[config.mk]
export PLATFORM = sky130hd
export DESIGN_NAME = fetch_queue
export DESIGN_NICKNAME = d
export VERILOG_FILES = /design/src/rtl/fetch_queue.sv
export SDC_FILE = /design/constraint.sdc
export NUM_CORES = 1
export LEC_CHECK = 0
export ABC_AREA = 1
export CORE_MARGIN = 2
export CORE_UTILIZATION = 40
export CTS_CLUSTER_DIAMETER = 150
export DETAILED_ROUTE_END_ITERATION = 10
export HOLD_SLACK_MARGIN = 0.03
export PLACE_DENSITY = 0.63
export SLEW_MARGIN = 20
export SYNTH_ARGS = -nofsm -noshare
export SYNTH_HDL_FRONTEND = slang
export SYNTH_SLANG_ARGS = --single-unit
[constraint.sdc]
create_clock -name CLK -period 9.4 [get_ports CLK]
set_input_delay 1.41 -clock CLK [delete_from_list [all_inputs] [get_ports CLK]]
set_output_delay 1.41 -clock CLK [all_outputs]
set_load 0.02 [all_outputs]
[src/rtl/fetch_queue.sv]
// Instruction-fetch front end: owns the fetch PC and strobes PC changes to the memory block.
// Returned words are captured with their PC into a small FIFO that decode drains over valid/ready.
module fetch_queue #(
    parameter logic [31:0] RESET_PC = 32'h0000_0000,
    parameter int          DEPTH    = 4,
    localparam int         CW       = $clog2(DEPTH) + 1
) (
    input  logic          CLK,
    input  logic          RSTn,
    input  logic          redirect_valid,
    input  logic [31:0]   redirect_pc,
    input  logic          tb_loading,
    output logic [31:0]   mem_pc,
    output logic          mem_pc_changed,
    input  logic [31:0]   mem_data,
    input  logic          mem_stall,
    output logic          dec_valid,
    output logic [31:0]   dec_instr,
    output logic [31:0]   dec_pc,
    input  logic          dec_ready,
    output logic [CW-1:0] q_count,
    output logic          err_misalign
);

    localparam int AW = $clog2(DEPTH);

    typedef enum logic [1:0] {
        ST_BOOT  = 2'd0,
        ST_FETCH = 2'd1,
        ST_REDIR = 2'd2,
        ST_LOAD  = 2'd3
    } state_t;

    state_t          state_q, state_d;
    logic [31:0]     fetch_pc_q, fetch_pc_d;
    logic [CW-1:0]   count_q, count_d;
    logic [AW-1:0]   rd_ptr_q, rd_ptr_d;
    logic [AW-1:0]   wr_ptr_q, wr_ptr_d;
    logic            pc_changed_q, pc_changed_d;
    logic            err_q, err_d;

    logic [31:0]     instr_q [DEPTH];
    logic [31:0]     pc_q    [DEPTH];
    logic [DEPTH-1:0] wr_en;

    logic redir_take;
    logic full;
    logic pop;
    logic push;

    assign full       = (count_q == CW'(DEPTH));
    assign redir_take = redirect_valid && (state_q != ST_BOOT);
    assign dec_valid  = (count_q != '0) && !redirect_valid;
    assign pop        = dec_valid && dec_ready;
    // A full queue still accepts a word when the head leaves in the same cycle.
    assign push       = (state_q == ST_FETCH) && !redirect_valid && !tb_loading
                        && !mem_stall && (!full || pop);

    always_comb begin
        state_d    = state_q;
        fetch_pc_d = fetch_pc_q;
        count_d    = count_q;
        rd_ptr_d   = rd_ptr_q;
        wr_ptr_d   = wr_ptr_q;
        err_d      = 1'b0;

        if (redir_take) begin
            state_d    = ST_REDIR;
            fetch_pc_d = {redirect_pc[31:2], 2'b00};
            count_d    = '0;
            rd_ptr_d   = '0;
            wr_ptr_d   = '0;
            err_d      = |redirect_pc[1:0];
        end else begin
            case (state_q)
                ST_BOOT:  state_d = tb_loading ? ST_LOAD : ST_FETCH;
                ST_FETCH: state_d = tb_loading ? ST_LOAD : ST_FETCH;
                ST_REDIR: state_d = tb_loading ? ST_LOAD : ST_FETCH;
                ST_LOAD:  state_d = tb_loading ? ST_LOAD : ST_BOOT;
                default:  state_d = ST_BOOT;
            endcase

            if (push) begin
                fetch_pc_d = fetch_pc_q + 32'd4;
                wr_ptr_d   = wr_ptr_q + AW'(1);
            end
            if (pop) begin
                rd_ptr_d = rd_ptr_q + AW'(1);
            end
            case ({push, pop})
                2'b10:   count_d = count_q + CW'(1);
                2'b01:   count_d = count_q - CW'(1);
                default: count_d = count_q;
            endcase
        end

        pc_changed_d = (state_d == ST_BOOT) || (state_d == ST_REDIR);
    end

    always_ff @(posedge CLK) begin
        if (!RSTn) begin
            state_q      <= ST_BOOT;
            fetch_pc_q   <= RESET_PC;
            count_q      <= '0;
            rd_ptr_q     <= '0;
            wr_ptr_q     <= '0;
            pc_changed_q <= 1'b1;
            err_q        <= 1'b0;
        end else begin
            state_q      <= state_d;
            fetch_pc_q   <= fetch_pc_d;
            count_q      <= count_d;
            rd_ptr_q     <= rd_ptr_d;
            wr_ptr_q     <= wr_ptr_d;
            pc_changed_q <= pc_changed_d;
            err_q        <= err_d;
        end
    end

    genvar gi;
    generate
        for (gi = 0; gi < DEPTH; gi++) begin : g_wr_en
            assign wr_en[gi] = push && (wr_ptr_q == AW'(gi));
        end
    endgenerate

    // Storage needs no reset: occupancy is tracked solely by count_q.
    always_ff @(posedge CLK) begin
        for (int i = 0; i < DEPTH; i++) begin
            if (RSTn && wr_en[i]) begin
                instr_q[i] <= mem_data;
                pc_q[i]    <= fetch_pc_q;
            end
        end
    end

    assign mem_pc         = fetch_pc_q;
    assign mem_pc_changed = pc_changed_q;
    assign dec_instr      = instr_q[rd_ptr_q];
    assign dec_pc         = pc_q[rd_ptr_q];
    assign q_count        = count_q;
    assign err_misalign   = err_q;

endmodule

---- Word level (Yosys, flattened, before mapping) ----
Memory sizes are Yosys's and may differ from the RTL's. A register that Yosys moved wholly into a read port is not among the register bits.
Index checks and enable logic that the tools add are counted.
operators by class
  add/sub/neg operators ................... 5
  eq/ne operators ......................... 10
  muxes and demuxes ....................... 37
  bitwise gates (word level) .............. 1
  reductions and logical operators ........ 38
operators by type and width
  kind                     number
  $mux W32                 8
  $reduce_or A32 Y1        6
  $add A32 B3 Y32 const B  1
  $mux W2                  13
  $logic_and A1 B1 Y1      15
  $mux W1                  14
  $eq A2 B2 Y1 const B     6
  $eq A2 B1 Y1 const B     3
  $logic_not A2 Y1         3
  $pmux W3 S2              1
  $reduce_bool A2 Y1       3
  $add A2 B1 Y2 const B    2
  $logic_not A1 Y1         4
  $pmux W2 S2              1
  $reduce_or A2 Y1         2
  $add A3 B1 Y3 const B    1
  $eq A3 B3 Y1 const B     1
  $reduce_bool A3 Y1       1
  $reduce_or A3 Y1         1
  $sub A3 B1 Y3 const B    1
  $logic_or A1 B1 Y1       2
  $reduce_and A2 Y1        1
  $not A1 Y1               1
word-level totals
  register bits after elaboration ......... 43
  RAM bits ................................ 256
  input bits .............................. 70
  output and inout bits ................... 102
  logic and storage cells ................. 101
  memories ................................ 2
memory list
  memory   depth  width  read ports  clocked after memory_dff  wr ports  line  text
  instr_q  4      32     1           1                         1         42    logic [31:0] instr_q [DEPTH];
  pc_q     4      32     1           1                         1         43    logic [31:0] pc_q [DEPTH];

---- Logic depth before layout (Yosys ltp) ----
Gate-level depths: netlist of run 1.
  depth in word-level cells ............... 13
  depth in mapped cells ................... 11
  gate-level depth less buffers ........... 11

---- Least setup slack after synthesis of run 1 ----
No wires, ideal clock.
  kind .................................... input -> register
  start ................................... input tb_loading
  end ..................................... memory instr_q[0][0], enable pin
  library setup time ...................... 0.482 ns
  data arrival time ....................... 4.639 ns
  data required time ...................... 8.918 ns
  path slack .............................. 4.279 ns
  cell stages on the path ................. 7
  buffers on the path ..................... 0
  cell sequence ........................... inv_1 -> nand3_2 -> nor3_4 -> nand2_2 -> clkinv_2 -> nand2_2 -> nor2_1
between the ends
  word-level cells in the longest chain between the ends .. 12
  elaborated cells between the ends (all ways) .. 29
  those cells by class .................... 14 x mux; 15 x reduce/logical
RTL lines
  item                                                              line  text
  start: declaration                                                12    input logic tb_loading,
  $logic_not A1 Y1 *                                                56    assign push = (state_q == ST_FETCH) && !redirect_valid && !tb_loading
  $logic_and A1 B1 Y1 *                                             56
  $logic_and A1 B1 Y1 * (2 in a row)                                57    && !mem_stall && (!full || pop);
  $logic_and A1 B1 Y1                                               123   assign wr_en[gi] = push && (wr_ptr_q == AW'(gi));
  $logic_and A1 B1 Y1                                               130   if (RSTn && wr_en[i]) begin
  $mux W1                                                           130
  $mux W1 (implied by the code)                                     131   instr_q[i] <= mem_data;
  $reduce_or A32 Y1 (no source line)                                -
  $mux W2 (no source line) or $mux W1 (tied branches) (3 in a row)  -
  end: declaration                                                  42
Every way passes the cells marked *; elsewhere a longest branch is shown, timed or not.

==> results of run 1 <==
-- path summary, 6_finish.rpt --
kind                                  from                  endpoint  slack, ps  depth (start not counted)
hold / removal    rd_ptr_q[0]$_SDFFE_PP0P_  rd_ptr_q[0]$_SDFFE_PP0P_        500                          2
setup / recovery                 flip-flop                dec_pc[14]       4650                          5
hold reg to reg   rd_ptr_q[0]$_SDFFE_PP0P_  rd_ptr_q[0]$_SDFFE_PP0P_        500                          2
setup reg to reg     state_q[0]$_SDFF_PN0_     pc_q[0][30]$_DFFE_PP_       6570                          7
-- critical path: stages (launching register included) --
cell and delay (ps):
dfxtp_4 500, inv_4 240, buf_4 820, o21ai_0 170
o22ai_1 330, clkdlybuf4s50_1 670
-- per-layer routing --
metal	GRT usage	vias up	part of all wire
met3	0.0358	40	0.064
li1	-	4062	-
met1	0.256	3999	0.46
met4	0.0447	0	0.019
met5	0	-	0
met2	0.282	247	0.46
-- final cells by class --
class | count | area, um2
clock inverter | 23 | 211
tap | 390 | 488
clock buffer | 33 | 783
inverter | 48 | 184
timing repair buffer | 174 | 1720
multi-input combinational | 669 | 3320
sequential | 291 | 8310
fill | 2641 | 14600
-- synth_stat cells, types with 7 or more instances --
cell and n:
nor2_1 182, nand2_1 142, dfxtp_1 43, o22ai_1 63
edfxtp_1 248, a21oi_1 24, nand3_1 38, clkbuf_1 34
inv_1 44, nor2_4 7, o21ai_1 7, o21ai_0 147
buf_2 14
-- registers in the layout (all words and copies together), names as in the netlist, named ones only --
register / count
rd_ptr_q: 2
err_misalign: 1
q_count: 3
mem_pc_changed: 1
pc_q: 120
state_q: 2
wr_ptr_q: 2
instr_q: 128
mem_pc: 30
-- power breakdown --
group	total [W]	internal, W	switching, W
Clock	0.00119	0.000707	0.000479
Sequential	0.00144	0.00141	0.0000310
Combinational	0.000151	0.0000689	0.0000821
Total	0.00278	0.00219	0.000592
-- placed cells by master (no fill, tap or decap), types with 2 or more instances in the layout --
cell type,instances
o21ai_1,7
o21ai_0,147
nor2_2,4
inv_2,4
dfxtp_1,41
a21oi_1,24
a21oi_2,6
buf_4,7
nand3_1,38
inv_1,42
o22ai_1,63
o21bai_1,2
bufinv_16,4
nor3_2,2
edfxtp_1,248
inv_6,2
clkdlybuf4s50_1,167
nand3_2,6
clkinv_2,5
xnor2_1,2
conb_1,4
clkbuf_1,2
clkbuf_16,31
nor2_4,11
xor2_1,4
nand2_2,5
a211oi_2,4
nor3_1,2
ha_1,5
nor2_1,178
clkinv_1,12
nand2_1,142
-- cells by family (layout without fill, tap and decap cells) --
kind of cell,Yosys count,count (layout),synth area share
and+or+nand+nor,394,394,0.140
DFF,291,291,0.690
AOI/OAI and AO/OA,258,258,0.120
buffers and inverters,105,278,0.0383
adders and majority gates,6,6,0.00686
xor gates and xnor gates,6,6,0.00436
other,1,4,0.000311
muxes,1,1,0.000831
-- metrics by stage --
stage	cells	hold slack, ps	total power [W]
floorplan	1065	456	0.00154
global placement	1572	481	0.00162
detailed placement	1572	489	0.00162
CTS	1628	502	0.00280
global route	1628	537	0.00287
finish	1628	496	0.00278
==> results_dict.tcl, run 1 <==
set metrics [dict create \
    outcome "complete, no violations" \
    rsz0062_at_grt "false" \
    fin_ws_ps 4650 \
    crit_required_ps 7990 \
    initial_core_util 0.406 \
    leakagePower_nw 4.98 \
    ys_async_sr_fraction 0 \
    max_freq_mhz 210 \
    cts.sink_count 291 \
    ir_drop_mv 0.134 \
    hold_buffers 0 \
    synthFlopType "edfxtp_1" \
    placed_area_um2 14000 \
    dp_slack_ps 4920 \
    root_buffer "clkbuf_16" \
    synth_area_leaders "edfxtp_1 62%, dfxtp_1 7.1%, o21ai_0 6.1%" \
    synth_top_area_frac 0.618 \
    dieWidth_um 178 \
    route.detailed.drc 0 \
    grt_pass1_wl_um 44300 \
    end_kind "output pin" \
    ys_seq_elements 291 \
    synth_top_area_cell "edfxtp_1" \
    route.vias.total 8348 \
    grt_use_total 0.180 \
    viasPerCell 5.13 \
    fp.dieH_um 178 \
    synth_area_um2 12000 \
    ant_nets 0 \
    grt_pass1_vias 8081 \
    fin_skew_ps 16.4 \
    post_cts_buffers 0 \
    grt_max_degree 105 \
    worstMarginPinSlew_ps 1050 \
    timing.final.crit_share 0.506 \
    drive_above_1_share 0.0792 \
    detail_route.wl_per_cell_um 17.7 \
    final_core_util 0.507 \
    overflow 0 \
    core.rowCount 63 \
    area_delta_synth_final_pct 24.7 \
    hold_viol 0 \
    critPathLaunchType "flip-flop" \
    antenna_found_initial 0 \
    ys_types 43 \
    antenna_cells 0 \
    final_cell_area_um2 15000 \
    io_buffers 167 \
    arrival_ps 3340 \
    hold_class "flip-flop to flip-flop" \
    worstSkewPairLatency_ps 550 \
    num-nets-final 1290 \
    clock_path_buffers 3 \
    synth_edf_count 248 \
    power_density_nw_per_um2 185 \
    finalSetupViolCount 0 \
    hpwl_um 17400 \
    coreArea_um2 29600 \
    maxSlewHeadroom 0.296 \
    drt_iter0_markers 709 \
    drv_cap 0 \
    h-tree-depth 1 \
    yosysSeqAreaShare 0.690 \
    critPathKind "flip-flop to output pin" \
    drtPass1Iterations 5 \
    dieArea_um2 31500 \
    maxSlewViolCount 0 \
    cts_tree "built" \
    synthCells 1062 \
    cp_max_fo 104 \
    cts.clk_slew.worst_paths_ps 60 \
    synth_warnings 0 \
    io_pins 172 \
    cts_resized 0 \
    finalCriticalPeriod_ps 4750 \
    gp_congestion 0.821 \
    synth_area_per_cell_um2 11.3 \
    numCtsBuffers 30 \
    tns_ps 0 \
    totalWireLength_um 28800 \
]
Power figures use the tool's default switching activity.
==> run 2: changes to the inputs <==
==> constraint.sdc (replaced) <==
create_clock -name CLK -period 4.6 [get_ports CLK]
set_input_delay 0.69 -clock CLK [delete_from_list [all_inputs] [get_ports CLK]]
set_output_delay 0.69 -clock CLK [all_outputs]
set_load 0.02 [all_outputs]
==> run 2 against run 1 <==
Final cell count up 0.37%. Utilization unchanged. Cell area unchanged. First-iteration DRC count down 11%. Total power up 98%.
==> results_dict.tcl, run 2 (synthesized netlist as in run 1, its figures left out) <==
set metrics [dict create \
    outcome "complete, no violations" \
    rr_endpoint "instr_q[1][19]$_DFFE_PP_" \
    numCtsBuffers 30 \
    clock_path_buffers 3 \
    tns_ps 0 \
    rr_startpoint "state_q[0]$_SDFF_PN0_" \
    area_delta_synth_final_pct 24.7 \
    cpPeakStageDelay_ps 750 \
    final_common_cell "edfxtp_1" \
    io_pins 172 \
    regMostFlops "instr_q" \
    drtPass1Iterations 5 \
    hold_class "flip-flop to flip-flop" \
    cp_max_fo 91 \
    dieWidth_um 178 \
    arrival_ps 3170 \
    rsz0062_at_grt "false" \
    route.detailed.drc 0 \
    maxSlewViolCount 0 \
    fp.dieH_um 178 \
    leakagePower_nw 4.96 \
    hold_viol 0 \
    reg2reg_depth 7 \
    dieArea_um2 31500 \
    hold_buffers 0 \
    coreArea_um2 29600 \
    power_density_nw_per_um2 367 \
    overflow 0 \
    grt_max_degree 92 \
    cts_resized 0 \
    min_path_cells 2 \
    root_buffer "clkbuf_16" \
    grt_pass1_wl_um 44600 \
    route.vias.total 8386 \
    grt_pass1_vias 7943 \
    path_cells "buf_4, o21ai_0, o22ai_1, clkdlybuf4s50_1" \
    post_cts_buffers 0 \
    largest_reg_flops 128 \
    placed_area_um2 14100 \
    ant_nets 0 \
    final_cell_area_um2 15000 \
    ir_drop_mv 0.295 \
    holdWs_ps 493 \
    core.rowCount 63 \
    slowest_stage "buf_4" \
    drt_iter0_markers 630 \
    cts_tree "built" \
    reg2reg_slack_ps 1980 \
    max_freq_mhz 259 \
    num-nets-final 1296 \
    cts.clk_slew.worst_paths_ps 60 \
    grt_use_total 0.182 \
    finalCriticalPeriod_ps 3860 \
    worstSkewPairLatency_ps 540 \
    end_kind "output pin" \
    crit_required_ps 3910 \
    timing.final.crit_share 0.840 \
    gp_congestion 0.833 \
    hpwl_um 17900 \
    io_buffers 167 \
    h-tree-depth 1 \
    critPathKind "flip-flop to output pin" \
    drv_cap 0 \
    antenna_found_initial 0 \
    finalSetupViolCount 0 \
    detail_route.wl_per_cell_um 17.9 \
    maxSlewHeadroom 0.411 \
    cts.sink_count 291 \
    totalWireLength_um 29200 \
    initial_core_util 0.406 \
    holdCritStartpoint "rd_ptr_q[0]$_SDFFE_PP0P_" \
    fin_skew_ps 13.2 \
    drive_above_1_share 0.0820 \
    antenna_cells 0 \
    critPathLaunchType "flip-flop" \
    worstMarginPinSlew_ps 883 \
    viasPerCell 5.13 \
    final_cell_mix "248 x edfxtp_1, 178 x nor2_1, 167 x clkdlybuf4s50_1" \
]
## run 2: changes by cell type in the layout (fill, tap and decap cells not counted), sizes merged
| cell | change |
|---|---|
| buf | +6 |
| bufinv | -3 |
| clkbuf | +11 |
| clkinv | -9 |
| clkinvlp | +3 |
| inv | -2 |
## run 2: through the flow
step	cells	power (W)	utilization	setup WS, ps
6_report	1634	0.00551	0.507	738
5_1_grt	1634	0.00569	0.507	530
4_1_cts	1634	0.00555	0.507	696
3_5_place_dp	1578	0.00332	0.476	1080
3_3_place_gp	1578	0.00332	0.476	1150
2_1_floorplan	1065	0.00314	-	199
## run 2: worst max-delay path, delay by kind of cell (launching register included)
| kind | cells | cell delay (ps) |
|---|---|---|
| AOI/OAI and AO/OA | 2 | 590 |
| buffers and inverters | 2 | 1440 |
| DFF | 1 | 570 |
## run 2: routing by layer
metal	track usage	routed length, um	vias to the layer above
met4	0.0372	423	0
met5	0	0	-
met2	0.291	13400	288
li1	-	-	4082
met3	0.0336	2080	31
met1	0.260	13300	3985
## run 2: worst max-delay path by stage
stage	from	to	depth (start not counted)
2_1_floorplan	tb_loading	instr_q[0][0]$_DFFE_PP_	7
5_1_grt	flip-flop	dec_pc[17]	4
4_1_cts	flip-flop	dec_pc[17]	4
3_5_place_dp	redirect_valid	instr_q[1][2]$_DFFE_PP_	9
3_3_place_gp	redirect_valid	instr_q[1][21]$_DFFE_PP_	9
6_report	flip-flop	dec_pc[17]	4
## run 2: power by group
part           leakage (nW)  internal (W)  switching (W)  total (W)
Clock                 0.436       0.00129       0.000953    0.00225
Sequential             2.59       0.00289      0.0000643    0.00295
Combinational          1.93      0.000143       0.000169   0.000312
## run 2: area by class of cell
type | count | area, um2
clock inverters | 12 | 87.6
inverters | 48 | 184
well taps | 390 | 488
repair buffers | 180 | 1810
flip-flops and latches | 291 | 8310
clock buffers | 44 | 825
fillers | 2607 | 14600
multi-input cells | 669 | 3320
